[config.mk]
export PLATFORM = sky130hd
export DESIGN_NAME = fifo_word_unpacker_flat
export DESIGN_NICKNAME = d
export VERILOG_FILES = /design/src/rtl/fifo_word_unpacker_pkg.sv /design/src/rtl/fifo_word_unpacker_if.sv /design/src/rtl/fifo_word_unpacker.sv /design/src/flat_wrapper.sv
export SDC_FILE = /design/constraint.sdc
export NUM_CORES = 1
export LEC_CHECK = 0
export BUFFER_PORTS_ARGS = -buffer_cell sky130_fd_sc_hd__buf_2
export CAP_MARGIN = 10
export CORE_AREA = 3 3 58 81
export CTS_CLUSTER_SIZE = 10
export DETAILED_ROUTE_END_ITERATION = 7
export DIE_AREA = 0 0 61 84
export PLACE_DENSITY = 0.81
export SLEW_MARGIN = 10
export SYNTH_ARGS = -nofsm -noshare
export SYNTH_HDL_FRONTEND = slang
export SYNTH_SLANG_ARGS = --single-unit
[constraint.sdc]
create_clock -name clk -period 1.9 [get_ports clk]
set_clock_uncertainty 0.15 [all_clocks]
set_input_delay 0.57 -clock clk [delete_from_list [all_inputs] [get_ports clk]]
set_output_delay 0.57 -clock clk [all_outputs]
set_load 0.05 [all_outputs]
[src/rtl/fifo_word_unpacker_pkg.sv]
// fifo_word_unpacker_pkg: shared state type, default sizes and lowest-set-bit helper for the unpacker.
package fifo_unpack_pkg;
  typedef enum logic {IDLE, EMIT} unpack_state_t;
  localparam int WORD_BYTES_DEF = 4;
  localparam int BYTE_W_DEF = 8;
  localparam int MAX_BYTES = 8;
  // Mask is zero-extended to the largest supported word; callers truncate the index to their own width.
  function automatic logic [$clog2(MAX_BYTES)-1:0] lowest_set_idx(input logic [MAX_BYTES-1:0] mask);
    lowest_set_idx = '0;
    for (int i = MAX_BYTES - 1; i >= 0; i--) if (mask[i]) lowest_set_idx = $clog2(MAX_BYTES)'(i);
  endfunction
endpackage

[src/rtl/fifo_word_unpacker_if.sv]
// fifo_word_unpacker_if: word stream in, byte FIFO write port out, grouped for the unpacker.
interface fifo_word_unpacker_if import fifo_unpack_pkg::*; #(
  parameter int WORD_BYTES = WORD_BYTES_DEF,
  parameter int BYTE_W = BYTE_W_DEF
);
  logic s_valid;
  logic s_ready;
  logic [WORD_BYTES*BYTE_W-1:0] s_data;
  logic [WORD_BYTES-1:0] s_keep;
  logic fifo_wr;
  logic [BYTE_W-1:0] fifo_din;
  logic fifo_full;
  logic busy;
  modport slave(input s_valid, s_data, s_keep, fifo_full, output s_ready, fifo_wr, fifo_din, busy);
  modport master(output s_valid, s_data, s_keep, fifo_full, input s_ready, fifo_wr, fifo_din, busy);
endinterface

[src/rtl/fifo_word_unpacker.sv]
// fifo_word_unpacker: splits keep-masked words into one FIFO byte write per cycle, lowest byte first.
// Optional UNPACK_STATS_EN adds bytes_written / words_dropped counters.
module fifo_word_unpacker import fifo_unpack_pkg::*; #(
  parameter int WORD_BYTES = WORD_BYTES_DEF,
  parameter int BYTE_W = BYTE_W_DEF
) (
  input logic clk,
  input logic rst,
  fifo_word_unpacker_if.slave bus
`ifdef UNPACK_STATS_EN
  ,
  output logic [15:0] bytes_written,
  output logic [7:0] words_dropped
`endif
);
  localparam int IDX_W = $clog2(WORD_BYTES);
  unpack_state_t state_q, state_d;
  logic [WORD_BYTES*BYTE_W-1:0] word_q, word_d;
  logic [WORD_BYTES-1:0] mask_q, mask_d, mask_rest;
  logic [IDX_W-1:0] cur;
  logic emit, wr, last, rdy, accept;
  always_comb begin
    cur = IDX_W'(lowest_set_idx(MAX_BYTES'(mask_q)));
    emit = state_q == EMIT;
    mask_rest = mask_q & ~(WORD_BYTES'(1) << cur);
    wr = emit && !bus.fifo_full;
    last = wr && mask_rest == '0;
    rdy = rst && (!emit || last);
    accept = bus.s_valid && rdy;
    word_d = accept ? bus.s_data : word_q;
    mask_d = accept ? bus.s_keep : wr ? mask_rest : mask_q;
    state_d = accept ? (|bus.s_keep ? EMIT : IDLE) : last ? IDLE : state_q;
  end
  always_ff @(posedge clk or negedge rst) begin
    if (!rst) begin
      state_q <= IDLE;
      word_q <= '0;
      mask_q <= '0;
    end else begin
      state_q <= state_d;
      word_q <= word_d;
      mask_q <= mask_d;
    end
  end
  assign bus.s_ready = rdy;
  assign bus.fifo_wr = wr;
  assign bus.fifo_din = |mask_q ? word_q[BYTE_W*int'(cur) +: BYTE_W] : '0;
  assign bus.busy = emit;
`ifdef UNPACK_STATS_EN
  logic [15:0] bytes_written_q, bytes_written_d;
  logic [7:0] words_dropped_q, words_dropped_d;
  always_comb begin
    bytes_written_d = bytes_written_q + 16'(wr);
    words_dropped_d = (accept && bus.s_keep == '0 && words_dropped_q != 8'hFF) ? words_dropped_q + 8'd1 : words_dropped_q;
  end
  always_ff @(posedge clk or negedge rst) begin
    if (!rst) begin
      bytes_written_q <= '0;
      words_dropped_q <= '0;
    end else begin
      bytes_written_q <= bytes_written_d;
      words_dropped_q <= words_dropped_d;
    end
  end
  assign bytes_written = bytes_written_q;
  assign words_dropped = words_dropped_q;
`endif
endmodule

[src/flat_wrapper.sv]
// flat-port wrapper written by rule: the top's interface ports become plain ports
module fifo_word_unpacker_flat import fifo_unpack_pkg::*;
#(
  parameter int WORD_BYTES = WORD_BYTES_DEF,
  parameter int BYTE_W = BYTE_W_DEF
)
  (clk, rst, bus_s_valid, bus_s_data, bus_s_keep, bus_fifo_full, bus_s_ready, bus_fifo_wr, bus_fifo_din, bus_busy);
  fifo_word_unpacker_if #(.WORD_BYTES(WORD_BYTES), .BYTE_W(BYTE_W)) bus_i ();
  input logic clk;
  input logic rst;
  input wire logic [$bits(bus_i.s_valid)-1:0] bus_s_valid;
  input wire logic [$bits(bus_i.s_data)-1:0] bus_s_data;
  input wire logic [$bits(bus_i.s_keep)-1:0] bus_s_keep;
  input wire logic [$bits(bus_i.fifo_full)-1:0] bus_fifo_full;
  output wire logic [$bits(bus_i.s_ready)-1:0] bus_s_ready;
  output wire logic [$bits(bus_i.fifo_wr)-1:0] bus_fifo_wr;
  output wire logic [$bits(bus_i.fifo_din)-1:0] bus_fifo_din;
  output wire logic [$bits(bus_i.busy)-1:0] bus_busy;
  assign bus_i.s_valid = bus_s_valid;
  assign bus_i.s_data = bus_s_data;
  assign bus_i.s_keep = bus_s_keep;
  assign bus_i.fifo_full = bus_fifo_full;
  assign bus_s_ready = bus_i.s_ready;
  assign bus_fifo_wr = bus_i.fifo_wr;
  assign bus_fifo_din = bus_i.fifo_din;
  assign bus_busy = bus_i.busy;
  fifo_word_unpacker #(.WORD_BYTES(WORD_BYTES), .BYTE_W(BYTE_W)) u_core (.clk(clk), .rst(rst), .bus(bus_i));
endmodule
After elaboration in Yosys (flattened, before gate mapping)
Cells that the tools add are included.

word-level totals
  bits in registers = 37
  bits of input ports = 40
  word-level logic and storage cells = 29

cells by class
  shift-type cells = 2
  mux-type cells = 10
  bitwise operators = 2
  reductions and logical operators = 12

operators with widths
  cell                   count
  $shiftx A32 B6 Y8      1
  $mux W2                4
  $mux W4                2
  $mux W8                1
  $reduce_or A4 Y1       2
  $and A4 B4 Y4          1
  $logic_and A1 B1 Y1    4
  $logic_not A4 Y1       1
  $not A4 Y4             1
  $reduce_bool A2 Y1     2
  $shl A1 B2 Y4 const A  1
  $mux W1                3
  $logic_not A1 Y1       2
  $logic_or A1 B1 Y1     1

Longest topological paths before layout
  depth after elaboration = 13
  gate-level depth with buffers = 6
  depth with buffers taken out = 4

Worst setup path before layout
Ideal clock, no wire load.

  path type = reg-to-output
  from = register u_core.mask_q[1]
  to = output bus_fifo_din[6]
  data arrival time = 2024 ps
  path slack = -844 ps
  cell stages (with the launch flop) = 5
  path through = dfrtp_1 buf_2 clkbuf_1 nor2b_1 o31ai_1

between the ends
  word-level cells in the longest chain between the ends = 4
  elaborated cells on any way between the ends = 5

RTL lines
  item                    line                          RTL
  start, declared         fifo_word_unpacker.sv:19      logic [WORD_BYTES-1:0] mask_q, mask_d, mask_rest;
  start signal, assigned  fifo_word_unpacker.sv:42      mask_q <= mask_d;
  $mux W2 (2 in a row)    fifo_word_unpacker_pkg.sv:10  for (int i = MAX_BYTES - 1; i >= 0; i--) if (mask[i]) lowest_set_idx = $clog2(MAX_BYTES)'(i);
  $shiftx A32 B6 Y8       fifo_word_unpacker.sv:47      assign bus.fifo_din = |mask_q ? word_q[BYTE_W*int'(cur) +: BYTE_W] : '0;
  $mux W8 (*)             fifo_word_unpacker.sv:47
  end, declared           flat_wrapper.sv:17            output wire logic [$bits(bus_i.fifo_din)-1:0] bus_fifo_din;

Every way passes the cells marked *; elsewhere a longest branch is shown, timed or not.

Worst setup path in the final report
  from = register u_core.mask_q[2]
  to = output bus_fifo_din[0]

between the ends
  word-level cells in the longest chain between the ends = 5
  elaborated cells on any way between the ends = 6

RTL lines
  item                  line
  $mux W2 (3 in a row)  fifo_word_unpacker_pkg.sv:10
  $shiftx A32 B6 Y8     fifo_word_unpacker.sv:47
  $mux W8 (*)           fifo_word_unpacker.sv:47

Marks and branches as above.

==> Implementation_results.wiki <==
{| class="wikitable"
! Metric !! Value
|-
| First-pass iteration count of the detailed router || 4
|-
| Violated checks || setup timing
|-
| CP bufs+invs || 3
|-
| Count of cells along the worst register-to-register path || 7
|-
| Worst Path Max Fanout || 12
|-
| Post-route clock period utilization || 124%
|-
| Areal power density over the cells || 2060 nW/um^2
|-
| DIE AREA || 5120 um^2
|-
| Largest stage delay, worst path || 450 ps
|-
| Post-layout nets || 246
|-
| Number of setup violations in the final report || 45
|-
| Count of input and output buffers || 50
|-
| Number of sinks handled by clock tree synthesis || 37
|-
| Number of flip-flops and latches in the synthesized netlist || 37
|-
| Die span in x || 61 um
|-
| Number of gates on the worst path with buffers counted || 5
|-
| Post-route DRC || 0
|-
| First DRT Iteration DRCs || 27
|-
| Sum of overflow across all layers after global routing || 0
|-
| Sort of element at the start of the critical path || flip-flop
|-
| Gr usage total || 19.5%
|-
| Max rail drop VDD || 1.06 mV
|-
| Number of cells in the design after placement || 240
|-
| Class of the most critical hold timing path || in2async
|-
| Final instance count without filler cells || 250
|-
| Category of cells accounting for the largest share of critical-path delay || buffers and inverters
|-
| Final weighted congestion in routability-driven placement || 0.765
|-
| Clock buffer count from CTS || 5
|-
| Least-Margin Pin Slew || 478 ps
|-
| Worst Hold Slack || 318 ps
|-
| CP Capture Type || primary output
|-
| Clock network latency to the later pin of the worst-skew pair || 290 ps
|-
| RSZ-0062 raised after global routing || true
|-
| Synthesized Nets || 175
|-
| Required time at the worst-slack endpoint || 1180 ps
|-
| Portion of the post-synthesis area used by sequential elements || 50.8%
|-
| Synth-to-layout area growth || 47.5%
|-
| Top cells by area in the synthesized netlist || sky130_fd_sc_hd__dfrtp_1 (51%), sky130_fd_sc_hd__mux2_4 (21%), sky130_fd_sc_hd__a221oi_1 (3.8%)
|-
| Via density per instance || 5.40
|-
| Sequential cell area || 928 um^2
|-
| Count of filler cells inserted in the layout || 279
|-
| Floorplan Core Area || 4020 um^2
|-
| Worst Path Class, Setup || reg2out
|-
| Number of global-route vias before repair || 1520
|-
| Worst setup slack after layout || -459 ps
|-
| Endpoints failing hold || 0
|-
| Data arrival at the endpoint of the critical path || 1640 ps
|-
| Wire length of the first global-routing pass || 7320 um
|-
| Clock slew seen by the registers of the worst setup and hold paths || 70 ps
|-
| Critical path, cell by cell || buf_12 -> buf_4 -> a221oi_4 -> o31ai_4 -> buf_6
|-
| H-Tree Level Count || 2
|-
| Maximum operating frequency || 424 MHz
|-
| Fraction of post-synthesis cell area in the top cell type by area || 50.8%
|-
| Buffer cell driving the clock tree root || sky130_fd_sc_hd__clkbuf_8
|-
| Remaining number of nets flagged by the antenna check after routing || 0
|-
| Mean instance size in the synthesized netlist || 13.5 um^2
|-
| Combined area of the multi-input logic cells || 1050 um^2
|-
| Io pins || 51
|-
| DP Wirelength || 3130 um
|-
| Max Transition Viols Final || 0
|-
| WL final || 4650 um
|-
| Initial antenna violation count || 0
|-
| Die height || 84 um
|-
| CTS tree || built
|-
| Mean routed wirelength per cell || 18.6 um
|-
| Pleak || 1.32 nW
|-
| Yosys Warn Count || 0
|-
| Total inserted antenna cells || 0
|-
| Status || finished, violations left
|-
| Row count || 27
|-
| Starting density of the core || 45.3%
|-
| Master of the slowest instance on the critical path || sky130_fd_sc_hd__dfrtp_2
|-
| Largest net degree at the start of global routing || 39
|-
| Worst-case headroom to the max-slew limit || 68.1%
|-
| Share of layout cells above drive strength 1 || 65.2%
|-
| Count of max-cap constraint violations || 0
|-
| Post-layout util || 66.8%
|-
| Count of mapped cells out of synthesis || 135
|-
| Count of cell types in the netlist || 22
|-
| Cell type contributing the most total cell area after synthesis || sky130_fd_sc_hd__dfrtp_1
|-
| Clock period minus final worst setup slack || 2360 ps
|-
| Post-synthesis instance area || 1820 um^2
|-
| Clock buffer depth || 2
|-
| Count of vias placed by the detailed router || 1351
|}
[sequential cells by signal (all words and copies together) (netlist names)]
signal           count
u_core.bus.busy      1
u_core.mask_q        4
u_core.word_q       32
[final cells by class]
cell class / instances / area share [%]
clock inverters: 2 / 0.373
multi-input cells: 84 / 39.2
inverters: 5 / 0.699
well taps: 43 / 2.00
flip-flops and latches: 37 / 34.6
repair buffers: 73 / 20.5
clock buffers: 6 / 2.70
[per-stage QoR]
stage                     setup TNS (ps)  setup slack [ps]  area, um^2  power, mW
after floorplan                     -633              -124        1980       3.63
after CTS                          -5540              -447        2590       5.34
after detailed placement           -2540              -318        2380       4.39
after global routing               -7950              -510        2690       5.80
final                              -5910              -459        2690       5.54
after global placement             -1420              -295        2380       4.33
[metal layers]
layer,GRT usage (%),vias up,wire length (um)
met2,32.7,35,2550
met5,0,-,0
met1,22.6,681,1770
met4,7.10,0,90
li1,-,629,-
met3,5.88,6,241
[worst min-delay path, cell delays in order]
cell and delay, ps:
sky130_fd_sc_hd__buf_2 100, sky130_fd_sc_hd__buf_4 120, sky130_fd_sc_hd__buf_4 410
[worst paths after layout]
path	from	end	slack [ps]
max	u_core.mask_q[2]	bus_fifo_din[0]	-460
min	rst	u_core.word_q[14]	320
max reg2reg	u_core.mask_q[2]	u_core.word_q[9]	-90
min reg2reg	u_core.word_q[11]	u_core.word_q[11]	370
max in group asynchronous	rst	u_core.mask_q[2]	920
min in group clk	bus_s_data[15]	u_core.word_q[15]	350
[synthesized netlist by cell type (all sizes together)]
master and number:
nand3 3, o31ai 8, clkbuf 4, buf 5, or3 1, inv 5
a221oi 8, nand2b 1, a211o 2, dfrtp 37, o21ai 2, nand4 2
nor2b 9, mux2i 4, nand2 11, and3 1, mux2 32
[timing repair]
item | CTS | global route
cloned | 0 | 0
endpoints found under the setup margin | 41 | 45
buffers inserted | 2 | 6
pin swaps | 4 | 7
hold buffers | 0 | 0
gates resized for setup | 34 | 11
[power breakdown]
part	switching (mW)	total, mW	internal (mW)	leakage, nW
registers	0.376	1.57	1.19	0.436
clock network	0.280	0.535	0.254	0.0450
logic	1.73	3.43	1.71	0.843
total	2.38	5.54	3.15	1.32
[logic make-up (layout without fill, tap and decap cells)]
group	after synthesis	after routing	synth area share [%]
AO/OA/AOI/OAI	20	20	8.65
multiplexers	36	36	27.3
AND/OR/NAND/NOR	28	28	9.00
buffers and inverters	14	86	4.19
flip-flops	37	37	50.8
[layout by cell type (no fill, tap or decap), types with 2 or more instances in the layout]
cell type                   n
sky130_fd_sc_hd__buf_2     41
sky130_fd_sc_hd__dfrtp_1   35
sky130_fd_sc_hd__mux2_4    26
sky130_fd_sc_hd__buf_6     14
sky130_fd_sc_hd__buf_4     13
sky130_fd_sc_hd__nand2_1   11
sky130_fd_sc_hd__o31ai_4    8
sky130_fd_sc_hd__nor2b_1    7
sky130_fd_sc_hd__mux2_2     6
sky130_fd_sc_hd__inv_1      5
sky130_fd_sc_hd__a221oi_4   5
sky130_fd_sc_hd__clkbuf_8   5
sky130_fd_sc_hd__mux2i_1    4
sky130_fd_sc_hd__a221oi_2   3
sky130_fd_sc_hd__buf_12     3
sky130_fd_sc_hd__a211o_1    2
sky130_fd_sc_hd__nor2b_4    2
sky130_fd_sc_hd__o21ai_0    2
sky130_fd_sc_hd__nand3_1    2
sky130_fd_sc_hd__clkinv_2   2
sky130_fd_sc_hd__buf_8      2
sky130_fd_sc_hd__dfrtp_2    2
Note: power is estimated with default switching activity, not from simulation.
